[src/rtl/rom_loader_pkg.sv]
// ---------------------------------------------------------------------------
// rom_loader_pkg
// Shared types and constants for the ROM region loader that sits between the
// HPS download stream and the Green Beret core's ROM load port.
//
// Contents:
//   region_e     - index of each ROM region inside the flat download image
//   state_e      - loader FSM states
//   *_END_DEF    - default exclusive end address of each region
//   IMAGE_LEN    - required image length in bytes (end of the last region)
//   RST_HOLD_DEF - default cycles the core stays in reset after load_done
//   regionOneHot - converts a region index into its write-strobe bit
// ---------------------------------------------------------------------------
package rom_loader_pkg;

  // Regions in image order; the enum value is also the rom_we bit position.
  typedef enum logic [2:0] {
    REG_CPU = 3'd0,
    REG_CHR = 3'd1,
    REG_SPR = 3'd2,
    REG_PAL = 3'd3,
    REG_LUT = 3'd4
  } region_e;

  typedef enum logic [2:0] {
    S_IDLE  = 3'd0,
    S_LOAD  = 3'd1,
    S_CHECK = 3'd2,
    S_HOLD  = 3'd3,
    S_DONE  = 3'd4,
    S_ERROR = 3'd5
  } state_e;

  localparam int unsigned NUM_REGIONS  = 5;

  localparam int unsigned CPU_END_DEF  = 'h0C000;
  localparam int unsigned CHR_END_DEF  = 'h10000;
  localparam int unsigned SPR_END_DEF  = 'h20000;
  localparam int unsigned PAL_END_DEF  = 'h20020;
  localparam int unsigned LUT_END_DEF  = 'h20220;

  localparam int unsigned IMAGE_LEN    = LUT_END_DEF;
  localparam int unsigned RST_HOLD_DEF = 16;

  // One-hot write strobe for a region; bit order matches rom_we.
  function automatic logic [NUM_REGIONS-1:0] regionOneHot(input region_e region);
    return 5'b00001 << region;
  endfunction

endpackage

[src/rtl/rom_region_decode.sv]
// ---------------------------------------------------------------------------
// rom_region_decode
// Purely combinational decode of a flat image byte address into the region it
// belongs to, the address local to that region, and an out-of-range flag for
// addresses at or beyond the end of the last region.
//
// Ports:
//   i_addr       in  25  image byte address
//   o_regionWe   out  5  one-hot region select (all zero when out of range)
//   o_localAddr  out 17  i_addr minus the region base, truncated to 17 bits
//   o_outOfRange out  1  i_addr >= LUT_END
// ---------------------------------------------------------------------------
module rom_region_decode
  import rom_loader_pkg::*;
#(
  parameter int unsigned CPU_END = CPU_END_DEF,
  parameter int unsigned CHR_END = CHR_END_DEF,
  parameter int unsigned SPR_END = SPR_END_DEF,
  parameter int unsigned PAL_END = PAL_END_DEF,
  parameter int unsigned LUT_END = LUT_END_DEF
) (
  input  logic [24:0] i_addr,
  output logic [4:0]  o_regionWe,
  output logic [16:0] o_localAddr,
  output logic        o_outOfRange
);

  localparam logic [24:0] CPU_END_A = 25'(CPU_END);
  localparam logic [24:0] CHR_END_A = 25'(CHR_END);
  localparam logic [24:0] SPR_END_A = 25'(SPR_END);
  localparam logic [24:0] PAL_END_A = 25'(PAL_END);
  localparam logic [24:0] LUT_END_A = 25'(LUT_END);

  // Region bases only matter modulo 2^17 because the local address is
  // truncated to 17 bits; subtracting the low bits gives the same result.
  localparam logic [16:0] CPU_BASE = 17'd0;
  localparam logic [16:0] CHR_BASE = 17'(CPU_END);
  localparam logic [16:0] SPR_BASE = 17'(CHR_END);
  localparam logic [16:0] PAL_BASE = 17'(SPR_END);
  localparam logic [16:0] LUT_BASE = 17'(PAL_END);

  region_e     w_region;
  logic [16:0] w_base;

  // Half-open range compare in image order; anything past the palette range
  // falls into LUT here and is then masked by the out-of-range flag.
  always_comb begin
    w_region = REG_CPU;
    w_base   = CPU_BASE;
    if (i_addr < CPU_END_A) begin
      w_region = REG_CPU;
      w_base   = CPU_BASE;
    end else if (i_addr < CHR_END_A) begin
      w_region = REG_CHR;
      w_base   = CHR_BASE;
    end else if (i_addr < SPR_END_A) begin
      w_region = REG_SPR;
      w_base   = SPR_BASE;
    end else if (i_addr < PAL_END_A) begin
      w_region = REG_PAL;
      w_base   = PAL_BASE;
    end else begin
      w_region = REG_LUT;
      w_base   = LUT_BASE;
    end
  end

  assign o_outOfRange = (i_addr >= LUT_END_A);
  assign o_localAddr  = i_addr[16:0] - w_base;
  assign o_regionWe   = o_outOfRange ? 5'b00000 : regionOneHot(w_region);

endmodule

[src/rtl/rom_region_loader.sv]
// ---------------------------------------------------------------------------
// rom_region_loader
// Converts the flat HPS ROM download stream into per-region write strobes for
// the Green Beret core, verifies that bytes arrive strictly in order and that
// the image has exactly the expected length, keeps an XOR checksum, and holds
// the core in reset until a good image has been loaded.
//
// Ports:
//   clk48M      in   1  system clock
//   reset       in   1  synchronous, active-high
//   dl_active   in   1  high while the ROM download is in progress
//   dl_wr       in   1  one-cycle byte strobe
//   dl_addr     in  25  image byte address
//   dl_data     in   8  image byte
//   rom_we      out  5  one-hot region write pulse {LUT,PAL,SPR,CHR,CPU}
//   rom_addr    out 17  region-local address
//   rom_data    out  8  byte to write
//   core_reset  out  1  reset to the game core
//   load_done   out  1  image accepted
//   load_error  out  1  image rejected, sticky until the next download
//   checksum    out  8  XOR of all accepted bytes
//   byte_count  out 18  number of accepted bytes
// ---------------------------------------------------------------------------
module rom_region_loader
  import rom_loader_pkg::*;
#(
  parameter int unsigned CPU_END  = CPU_END_DEF,
  parameter int unsigned CHR_END  = CHR_END_DEF,
  parameter int unsigned SPR_END  = SPR_END_DEF,
  parameter int unsigned PAL_END  = PAL_END_DEF,
  parameter int unsigned LUT_END  = LUT_END_DEF,
  parameter int unsigned RST_HOLD = RST_HOLD_DEF
) (
  input  logic        clk48M,
  input  logic        reset,
  input  logic        dl_active,
  input  logic        dl_wr,
  input  logic [24:0] dl_addr,
  input  logic [7:0]  dl_data,
  output logic [4:0]  rom_we,
  output logic [16:0] rom_addr,
  output logic [7:0]  rom_data,
  output logic        core_reset,
  output logic        load_done,
  output logic        load_error,
  output logic [7:0]  checksum,
  output logic [17:0] byte_count
);

  localparam logic [17:0] IMAGE_LEN_C = 18'(LUT_END);
  localparam logic [15:0] HOLD_LAST   = 16'(RST_HOLD - 1);

  state_e      r_state;
  logic        r_dlActivePrev;
  logic        r_armed;
  logic [15:0] r_holdCount;
  logic [4:0]  r_romWe;
  logic [16:0] r_romAddr;
  logic [7:0]  r_romData;
  logic        r_coreReset;
  logic        r_loadDone;
  logic        r_loadError;
  logic [7:0]  r_checksum;
  logic [17:0] r_byteCount;

  logic [4:0]  w_regionWe;
  logic [16:0] w_localAddr;
  logic        w_outOfRange;
  logic        w_dlRise;
  logic        w_dlFall;
  logic        w_orderBad;
  logic        w_startLoad;

  rom_region_decode #(
    .CPU_END (CPU_END),
    .CHR_END (CHR_END),
    .SPR_END (SPR_END),
    .PAL_END (PAL_END),
    .LUT_END (LUT_END)
  ) u_decode (
    .i_addr       (dl_addr),
    .o_regionWe   (w_regionWe),
    .o_localAddr  (w_localAddr),
    .o_outOfRange (w_outOfRange)
  );

  assign w_dlRise   = dl_active & ~r_dlActivePrev;
  assign w_dlFall   = ~dl_active & r_dlActivePrev;
  assign w_orderBad = (dl_addr != {7'd0, r_byteCount});

  // A new download starts either from IDLE once armed, or on a fresh rising
  // edge of dl_active after a finished or failed load. Restarts jump straight
  // to LOAD so the first byte of the new image cannot be missed.
  assign w_startLoad = ((r_state == S_IDLE) && dl_active && r_armed) ||
                       (((r_state == S_DONE) || (r_state == S_ERROR)) && w_dlRise);

  // Loader FSM with all outputs registered. rom_we defaults to zero every
  // cycle so it can only ever be a single-cycle pulse. r_armed stays low after
  // reset until dl_active has been seen low, so a download that was in flight
  // when reset hit is not mistaken for a new one.
  always_ff @(posedge clk48M) begin
    if (reset) begin
      r_state        <= S_IDLE;
      r_dlActivePrev <= 1'b0;
      r_armed        <= 1'b0;
      r_holdCount    <= '0;
      r_romWe        <= '0;
      r_romAddr      <= '0;
      r_romData      <= '0;
      r_coreReset    <= 1'b1;
      r_loadDone     <= 1'b0;
      r_loadError    <= 1'b0;
      r_checksum     <= '0;
      r_byteCount    <= '0;
    end else begin
      r_dlActivePrev <= dl_active;
      r_romWe        <= '0;

      if (w_startLoad) begin
        r_state     <= S_LOAD;
        r_coreReset <= 1'b1;
        r_loadDone  <= 1'b0;
        r_loadError <= 1'b0;
        r_checksum  <= '0;
        r_byteCount <= '0;
        r_holdCount <= '0;
      end else begin
        unique case (r_state)
          S_IDLE: begin
            r_coreReset <= 1'b1;
            r_loadDone  <= 1'b0;
            if (!dl_active) begin
              r_armed <= 1'b1;
            end
          end

          // A byte arriving together with the dl_active fall is processed
          // first; an error on that byte wins over the move to CHECK.
          S_LOAD: begin
            r_coreReset <= 1'b1;
            if (dl_wr && (w_orderBad || w_outOfRange)) begin
              r_loadError <= 1'b1;
              r_state     <= S_ERROR;
            end else begin
              if (dl_wr) begin
                r_romWe    <= w_regionWe;
                r_romAddr  <= w_localAddr;
                r_romData  <= dl_data;
                r_checksum <= r_checksum ^ dl_data;
                if (r_byteCount != '1) begin
                  r_byteCount <= r_byteCount + 18'd1;
                end
              end
              if (w_dlFall) begin
                r_state <= S_CHECK;
              end
            end
          end

          S_CHECK: begin
            if (r_byteCount == IMAGE_LEN_C) begin
              r_loadDone  <= 1'b1;
              r_holdCount <= '0;
              r_state     <= S_HOLD;
            end else begin
              r_loadError <= 1'b1;
              r_state     <= S_ERROR;
            end
          end

          // Keep the core in reset for RST_HOLD cycles after load_done rises
          // so its ROMs are settled before it starts fetching.
          S_HOLD: begin
            r_coreReset <= 1'b1;
            if (r_holdCount == HOLD_LAST) begin
              r_coreReset <= 1'b0;
              r_state     <= S_DONE;
            end else begin
              r_holdCount <= r_holdCount + 16'd1;
            end
          end

          S_DONE: begin
            r_coreReset <= 1'b0;
            r_loadDone  <= 1'b1;
          end

          S_ERROR: begin
            r_coreReset <= 1'b1;
            r_loadDone  <= 1'b0;
            r_loadError <= 1'b1;
          end

          default: begin
            r_state <= S_IDLE;
          end
        endcase
      end
    end
  end

  assign rom_we     = r_romWe;
  assign rom_addr   = r_romAddr;
  assign rom_data   = r_romData;
  assign core_reset = r_coreReset;
  assign load_done  = r_loadDone;
  assign load_error = r_loadError;
  assign checksum   = r_checksum;
  assign byte_count = r_byteCount;

endmodule

[config.mk]
export PLATFORM = sky130hd
export DESIGN_NAME = rom_region_loader
export DESIGN_NICKNAME = d
export VERILOG_FILES = /design/src/rtl/rom_loader_pkg.sv /design/src/rtl/rom_region_decode.sv /design/src/rtl/rom_region_loader.sv
export SDC_FILE = /design/constraint.sdc
export NUM_CORES = 1
export LEC_CHECK = 0
export ABC_AREA = 1
export BUFFER_PORTS_ARGS = -buffer_cell sky130_fd_sc_hd__buf_4
export CAP_MARGIN = 25
export CORE_MARGIN = 2
export CORE_UTILIZATION = 50
export CTS_CLUSTER_SIZE = 20
export DETAILED_ROUTE_END_ITERATION = 12
export PLACE_DENSITY = 0.75
export SYNTH_ARGS = -nofsm -noshare
export SYNTH_HDL_FRONTEND = slang
export SYNTH_SLANG_ARGS = --single-unit
[constraint.sdc]
create_clock -name clk48M -period 5.2 [get_ports clk48M]
set_clock_uncertainty 0.15 [all_clocks]
set_input_delay 0.52 -clock clk48M [delete_from_list [all_inputs] [get_ports clk48M]]
set_output_delay 0.52 -clock clk48M [all_outputs]
set_load 0.005 [all_outputs]
Yosys cells after proc, flatten, opt, wreduce, memory -nomap -nowiden

Index checks and enable logic that the tools add are counted.

Register bits: 80
Bits in latches: 0
Memory bits (writable): 0
Bits in read-only memories: 0
Input bits: 37
Word-level logic and storage cells: 100
Memories kept: 0

Add/subtract/negate cells: 3
Multiply operators: 0
Div/mod/pow operators: 0
Magnitude comparators: 5
Equal/unequal tests: 18
Shifts and indexed selects: 1
Mux-type cells: 24
Bitwise gates (word level): 10
Reduce and logical (&&, ||, !) cells: 26

Operators with widths:

| cell                  | number |
|---|---|
| $mux 17               | 3 |
| $lt 25x18->1 const B  | 2 |
| $mux 16               | 2 |
| $pmux 16 s2           | 1 |
| $ge 25x18->1 const B  | 1 |
| $lt 25x16->1 const B  | 1 |
| $lt 25x17->1 const B  | 1 |
| $ne 25x18->1          | 1 |
| $mux 3                | 8 |
| $add 18x1->18 const B | 1 |
| $eq 18x18->1 const B  | 1 |
| $ne 18x18->1 const B  | 1 |
| $reduce_and 3->1      | 6 |
| $sub 17x17->17        | 1 |
| $add 16x1->16 const B | 1 |
| $eq 16x4->1 const B   | 1 |
| $pmux 3 s4            | 1 |
| $ne 2x2->1 const B    | 5 |
| $pmux 1 s3            | 3 |
| $reduce_bool 3->1     | 3 |
| $reduce_and 4->1      | 2 |
| $xor 8x8->8           | 1 |
| $not 1->1             | 7 |
| $eq 3x2->1 const B    | 2 |
| other kinds (17)      | 31 |

Longest topological paths before layout

Gate-level depths: netlist of run 1.

Depth after elaboration: 6
Depth in mapped cells: 14
Gate-level depth less buffers: 14

Hierarchy

A second synthesis of run 1 with hierarchy kept.

Cells, all modules: 742
Area, all modules: 4700.8 µm²

By module, submodules not included:

| module            | instances | cells each | area each (µm²) | seq. area each (µm²) |
|---|---|---|---|---|
| rom_region_loader | 1         | 639        | 4169.0          | 1601.5 |
| rom_region_decode | 1         | 103        | 531.8           | 0.0 |

Worst setup path after synthesis of run 1

No wires, ideal clock.

Kind: input-to-reg
Start: input dl_addr[19]
End: register r_romAddr[15] (netlist: rom_addr[15])
Arrival time: 2.152 ns
Data required time: 4.980 ns
Slack: 2.828 ns
Cell stages on the path: 14
Cell sequence: nor2_1 > nand2_1 > nor2_1 > nand2_1 > nand2_1 > inv_1 > ha_1 > ha_1 > nand2_1 > nor3_1 > nor2_1 > nor2_1 > xor2_1 > a21oi_1

Cells in the longest elaborated chain, start to end: 6
Elaborated cells between the ends (all ways): 15
Those cells by class: add/sub (1); order compare (5); eq/ne (1); mux (4); bitwise (1); reduce/logical (3)

RTL lines:

| element              | RTL line                 | text |
|---|---|---|
| from (decl)          | rom_region_loader.sv:38  | `input logic [24:0] dl_addr,` |
| $lt 25x18->1         | rom_region_decode.sv:59  | `end else if (i_addr < PAL_END_A) begin` |
| $mux 6               | rom_region_decode.sv:59  |  |
| $mux 17              | rom_region_decode.sv:56  | `end else if (i_addr < SPR_END_A) begin` |
| $mux 17              | rom_region_decode.sv:53  | `end else if (i_addr < CHR_END_A) begin` |
| $mux 17              | rom_region_decode.sv:50  | `if (i_addr < CPU_END_A) begin` |
| $sub 17x17->17       | rom_region_decode.sv:69  | `assign o_localAddr = i_addr[16:0] - w_base;` |
| to (signal assigned) | rom_region_loader.sv:147 | `r_romAddr <= w_localAddr;` |
| to (decl)            | rom_region_loader.sv:58  | `logic [16:0] r_romAddr;` |

Several ways; a longest one is shown, not always the timed one.
A chain may end at the register's enable or synchronous reset.

Worst setup path in the final report of run 1

Start: register r_state[0]
End: register r_byteCount[13] (netlist: byte_count[13])

Cells in the longest elaborated chain, start to end: 5
Elaborated cells between the ends (all ways): 11
Those cells by class: eq/ne (3); reduce/logical (8)

RTL lines:

| element                                                      | RTL line                                         | text |
|---|---|---|
| from (decl)                                                  | rom_region_loader.sv:53                          | `state_e r_state;` |
| from (signal assigned)                                       | rom_region_loader.sv:103                         | `r_state <= S_IDLE;` |
| from (signal assigned)                                       | rom_region_loader.sv:120                         | `r_state <= S_LOAD;` |
| from (signal assigned)                                       | rom_region_loader.sv:143                         | `r_state <= S_ERROR;` |
| $eq 3x3->1 / $logic_not 3->1 (equally long branches)         | rom_region_loader.sv:95, rom_region_loader.sv:94 |  |
| $logic_or 1x1->1 / $logic_and 1x1->1 (equally long branches) | rom_region_loader.sv:95, rom_region_loader.sv:94 |  |
| $logic_and 1x1->1 (on tied branches)                         | rom_region_loader.sv:95, rom_region_loader.sv:94 |  |
| $logic_or 1x1->1                                             | rom_region_loader.sv:94                          | `assign w_startLoad = ((r_state == S_IDLE) && dl_active && r_armed) \|\|` |
| $reduce_or 2->1 (no line)                                    | --                                               |  |
| to (signal assigned)                                         | rom_region_loader.sv:151                         | `r_byteCount <= r_byteCount + 18'd1;` |
| to (decl)                                                    | rom_region_loader.sv:64                          | `logic [17:0] r_byteCount;` |

Several ways; a longest one is shown, not always the timed one.

==> impl_metrics.yaml, run 1 <==
outcome:
  status: "completed"
clock_tree:
  postCtsSetupRepairBufs: 0
  clk_transition_reported_paths_ns: 0.08
  ctsResizeCount: 0
  numCtsBuffers: 9
  htree_levels: 3
  holdBufCountCts: 0
  cts.sinks: 80
  clk_latency_ns: 0.36
  cts_tree: "yes"
  root_buffer: "clkbuf_8"
  clk_path_buf_depth: 2
pwr:
  internal_power_mw: 0.878
  powerDensity_nw_per_um2: 229
  combPwrFrac: 0.090
  power_frac_seq: 0.525
  p_sw_frac: 0.256
  switching_power_mw: 0.302
  p_clk_frac: 0.385
  irDropWorstVdd_uv: 162
  p_leak_nw: 2.16
finish:
  layout-drive-gt1-share: 0.200
  post-route-util: 0.631
  final_cell_mix: "nand2_1, buf_4, nor2_1"
  area_growth_pct: 22.9
  diodes: 0
  design_area_um2: 5160
  nets: 734
  layout_commonest_cell: "nand2_1"
global_routing:
  globalRouteOverflowTotal: 0
  grt_antenna_before_repair: 0
  grt_pass1_wl_um: 18400
  first_global_vias: 3969
  track_usage: 0.256
  grt_max_degree: 46
route:
  drc_errors: 0
  wl_um: 11400
  ant_nets: 0
  via_per_inst: 5.30
  drt-wirelength-per-cell_um: 14.2
  drtPass1Iterations: 5
  num_vias: 4235
  drt_iter0_drc: 241
critical_path:
  cp.arrival_ns: 2.84
  cp.required_ns: 5.25
  crit_type: "reg2reg"
  cp_common_cell: "nor2_4"
  cp_slowest_stage_delay_ns: 0.47
  worst_path_max_delay_cell: "dfxtp_1"
  worst-path-max-fanout: 45
  worstSetupEndpointType: "flip-flop"
  crit_chain: "inv_2, nor2_4, nand2_2, nor2_4, a21boi_4, nand3_4, clkinv_2, nand2_1, nor3_1, nor3_2"
  critPathLaunchType: "flip-flop"
  crit_family: "simple AND/OR/NAND/NOR gates"
  cp_num_buf_inv: 2
logic_synthesis:
  syn_inst: 597
  async_flop_share: 0
  netlist-cell-type-count: 41
  syn-num-nets: 641
  synthFlopType: "dfxtp_1"
  ys_warn_count: 0
  synth_edf_count: 0
  avgSynthCellArea_um2: 7.03
  syn_area_um2: 4200
  ys_seq_area_frac: 0.382
  ys_ff_latch: 80
sta:
  slew_viol_final: 0
  max-slew-margin-rel: 0.445
  min_period_ns: 2.79
  final-setup-viol-count: 0
  min_period_over_period: 0.537
  worst_slew_pin_slew_ns: 0.832
  final.setup.tns_ns: 0
  grt_setup_unrepaired: "no"
  clock.fmax_ghz: 0.358
  hold_viol_final: 0
floorplanning:
  die-area_um2: 9140
  num_rows: 33
  die_y_um: 95.6
  io_pins: 96
  coreArea_um2: 8180
  start_util: 0.513
  dieWidth_um: 95.6
place:
  dpl.hpwl_um: 8450
  postPlaceCellArea_um2: 4970
  place_congestion: 0.911
  portBuffers: 95
hold_path:
  hp-class: "in2reg"
job:
  maxCapViolCount: 0
[kinds of logic after synthesis]
logic type | share of synthesized area
xor+xnor | 0.0585
compound gates | 0.140
simple gates | 0.318
flops | 0.382
buf+inv | 0.0814
fa+ha+maj | 0.0209
[through the flow]
| stage | power, mW | hold WS [ns] | std cells | worst slack [ns] |
|---|---|---|---|---|
| 6_report | 1.18 | 0.238 | 799 | 2.41 |
| 5_1_grt | 1.22 | 0.235 | 799 | 2.13 |
| 4_1_cts | 1.18 | 0.222 | 799 | 2.46 |
| 3_5_place_dp | 0.738 | 0.296 | 784 | 2.21 |
| 3_3_place_gp | 0.736 | 0.287 | 784 | 2.35 |
| 2_1_floorplan | 0.694 | 0.281 | 597 | 2.83 |
[synthesized netlist by cell type (all sizes together), types with 4 or more instances]
cell type,count,share of area
nand2,106,0.098
nand4,11,0.018
xor2,24,0.050
nor3,27,0.035
dfxtp,80,0.38
nand3,40,0.051
xnor2,4,0.0083
o21ai,37,0.044
nor2,92,0.092
buf,6,0.011
inv,69,0.062
a211oi,7,0.013
nor4,5,0.0075
a21oi,54,0.064
or2,7,0.011
clkbuf,8,0.0072
ha,7,0.021
[path summary, 6_finish.rpt]
path | startpoint | to | slack [ns] | depth (start not counted)
max | r_state[0]$_SDFFE_PP0P_ | byte_count[13]$_SDFFE_PP0P_ | 2.41 | 10
min | dl_addr[16] | rom_we[0]$_SDFF_PP0_ | 0.24 | 2
max reg2reg | r_state[0]$_SDFFE_PP0P_ | byte_count[13]$_SDFFE_PP0P_ | 2.41 | 10
min reg2reg | load_error$_SDFFE_PP0P_ | load_error$_SDFFE_PP0P_ | 0.31 | 2
[worst register-to-register path, cell delays in order (launching register included)]
cell and delay (ns):
dfxtp_1 0.47, inv_2 0.14, nor2_4 0.12, nand2_2 0.09, nor2_4 0.16, a21boi_4 0.25, nand3_4 0.22, clkinv_2 0.48
nand2_1 0.22, nor3_1 0.27, nor3_2 0.08
[flip-flops by register name (all words and copies together), names as in the netlist]
register	count
core_reset	1
r_dlActivePrev	1
r_armed	1
load_done	1
r_holdCount	16
rom_we	5
rom_data	8
load_error	1
rom_addr	17
byte_count	18
r_state	3
checksum	8
[power by group through the flow]
stage	Clock, mW	Combinational [mW]	Sequential, mW
2_1_floorplan	0	0.0604	0.633
3_3_place_gp	0	0.102	0.634
3_5_place_dp	0	0.104	0.634
4_1_cts	0.458	0.105	0.620
5_1_grt	0.485	0.118	0.620
6_report	0.455	0.106	0.620
[final cells by class]
class                           instances  area, µm²
Fill cell                             746       3020
Multi-Input combinational cell        433       2250
Sequential cell                        80       1600
Timing Repair Buffer                   96        721
Inverter                               70        264
Tap cell                              105        131
Clock buffer                           10        128
Clock inverter                          5       58.8
[layer usage]
metal | track usage | up-vias | share of wire
met1 | 0.322 | 1941 | 0.45
met4 | 0.108 | 0 | 0.023
met5 | 0 | - | 0
li1 | - | 2145 | -
met3 | 0.0490 | 24 | 0.056
met2 | 0.428 | 125 | 0.47
Note: power is estimated with default switching activity, not from simulation.
==> inputs of run 2 (changes only) <==
==> constraint.sdc (replaced) <==
create_clock -name clk48M -period 2.9 [get_ports clk48M]
set_clock_uncertainty 0.15 [all_clocks]
set_input_delay 0.29 -clock clk48M [delete_from_list [all_inputs] [get_ports clk48M]]
set_output_delay 0.29 -clock clk48M [all_outputs]
set_load 0.005 [all_outputs]
==> run 2 against run 1 <==
  * Largest cell class unchanged
  * Critical path type is now in2reg
  * Final cell count is 0.63% higher
  * Critical endpoint is now byte_count[16]$_SDFFE_PP0P_
  * Die area did not move
  * Sequential cell count unchanged
==> impl_metrics.yaml, run 2 (synthesized netlist as in run 1, its figures left out) <==
route:
  drc_errors: 0
  wl_um: 11200
  drtPass1Iterations: 5
  via_per_inst: 5.25
  num_vias: 4221
  ant_nets: 0
  drt-wirelength-per-cell_um: 14.0
  drt_iter0_drc: 225
job:
  maxCapViolCount: 0
critical_path:
  reg2reg_to: "byte_count[16]$_SDFFE_PP0P_"
  worst-path-max-fanout: 23
  cp.depth: 13
  cp-startpoint: "dl_addr[16]"
  worstSetupEndpointType: "flip-flop"
  cp_slowest_stage_delay_ns: 0.54
  worstSetupEndpoint: "byte_count[16]$_SDFFE_PP0P_"
  cp_num_buf_inv: 3
  crit_chain: "dlygate4sd3_1, buf_4, nor2_1, nand2_1, nor2_1, nand3_1, a21boi_4, nand3_4, clkinv_2, nand2_1, nor2_1, nor2_1, nor3_1"
  critPathLaunchType: "input pin"
  worst_path_max_delay_cell: "dlygate4sd3_1"
  cp_common_cell: "nor2_1"
  crit_type: "in2reg"
  cp.arrival_ns: 2.72
  cp.required_ns: 3.02
  ff2ff_path_depth: 11
  rrSetupSlack_ns: 0.41
  crit_family: "simple AND/OR/NAND/NOR gates"
  r2r-start: "r_state[0]$_SDFFE_PP0P_"
finish:
  layout-drive-gt1-share: 0.206
  largest_reg_flops: 18
  final_cell_mix: "nand2_1, buf_4, nor2_1"
  diodes: 0
  design_area_um2: 5250
  nets: 739
  area_growth_pct: 25.1
  layout_commonest_cell: "nand2_1"
  layoutNonFillerInstCount: 804
sta:
  clock.fmax_ghz: 0.384
  max-slew-margin-rel: 0.494
  slew_viol_final: 0
  min_period_over_period: 0.898
  finalWorstSetupSlack_ns: 0.297
  min_period_ns: 2.60
  grt_setup_unrepaired: "no"
  final-setup-viol-count: 0
  worst_slew_pin_slew_ns: 0.758
  final.setup.tns_ns: 0
  hold_viol_final: 0
global_routing:
  globalRouteOverflowTotal: 0
  use_met2: 0.421
  grt.busiest_layer: "met2"
  grt_pass1_wl_um: 17900
  met1_usage: 0.302
  grt_antenna_before_repair: 0
  use_met3: 0.0806
  track_usage: 0.253
  first_global_vias: 3964
  grt_max_degree: 24
clock_tree:
  clk_latency_ns: 0.36
  numCtsBuffers: 9
  cts_tree: "yes"
  clk_path_buf_depth: 2
  root_buffer: "clkbuf_8"
  cts.sinks: 80
  clk_transition_reported_paths_ns: 0.08
  htree_levels: 3
  ctsResizeCount: 0
place:
  postPlaceCellArea_um2: 5000
  dpl.hpwl_um: 8530
  dp_slack_ns: 0.355
  portBuffers: 95
  placed_cells: 788
  place_congestion: 0.911
floorplanning:
  coreArea_um2: 8180
  die_y_um: 95.6
  dieWidth_um: 95.6
  io_pins: 96
  start_util: 0.513
  num_rows: 33
  die-area_um2: 9140
pwr:
  powerDensity_nw_per_um2: 435
  power_mw: 2.28
  p_leak_nw: 2.22
  irDropWorstVdd_uv: 299
hold_path:
  hp-class: "in2reg"
outcome:
  status: "completed"
==> run 2: worst min-delay path by stage <==
stage                             startpoint  depth (start not counted)                   endpoint  slack (ns)
finish                             dl_active                          3  r_dlActivePrev$_SDFF_PP0_        0.04
detailed placement  checksum[2]$_SDFFE_PP0P_                          1   checksum[2]$_SDFFE_PP0P_        0.29
floorplan                        dl_addr[16]                          1       rom_we[0]$_SDFF_PP0_        0.22
global placement    checksum[0]$_SDFFE_PP0P_                          1   checksum[0]$_SDFFE_PP0P_        0.29
global route                       dl_active                          3  r_dlActivePrev$_SDFF_PP0_        0.05
CTS                                dl_active                          3  r_dlActivePrev$_SDFF_PP0_        0.03
==> run 2: what timing repair did <==
action                    CTS  global route
hold endpoints to repair    1             0
buffers inserted            0             0
hold buffers                1             0
==> run 2: tightest hold or removal path: stages <==
cell    delay (ns)
buf_4         0.09
inv_1         0.06
nor2_1        0.08
==> run 2: area by class of cell <==
class,instances,area (µm²)
Clock buffer,13,179
Clock inverter,2,60.1
Fill cell,716,2930
Inverter,70,264
Multi-Input combinational cell,433,2250
Sequential cell,80,1600
Tap cell,105,131
Timing Repair Buffer,101,761
==> run 2: stage by stage <==
stage / hold slack, ns / utilization
global route: 0.0538 / 0.642
detailed placement: 0.292 / 0.612
global placement: 0.286 / 0.612
CTS: 0.0276 / 0.642
finish: 0.0385 / 0.642
floorplan: 0.219 / -
==> run 2: report_power, final <==
part,switching (mW),internal [mW],leakage [nW]
Clock,0.406,0.575,0.122
Combinational,0.110,0.0800,1.45
Sequential,0.00712,1.10,0.645
Total,0.523,1.76,2.22
==> run 2: layer usage <==
metal,up-vias,part of all wire
li1,2153,-
met1,1923,0.42
met2,128,0.49
met3,17,0.074
met4,0,0.018
met5,-,0
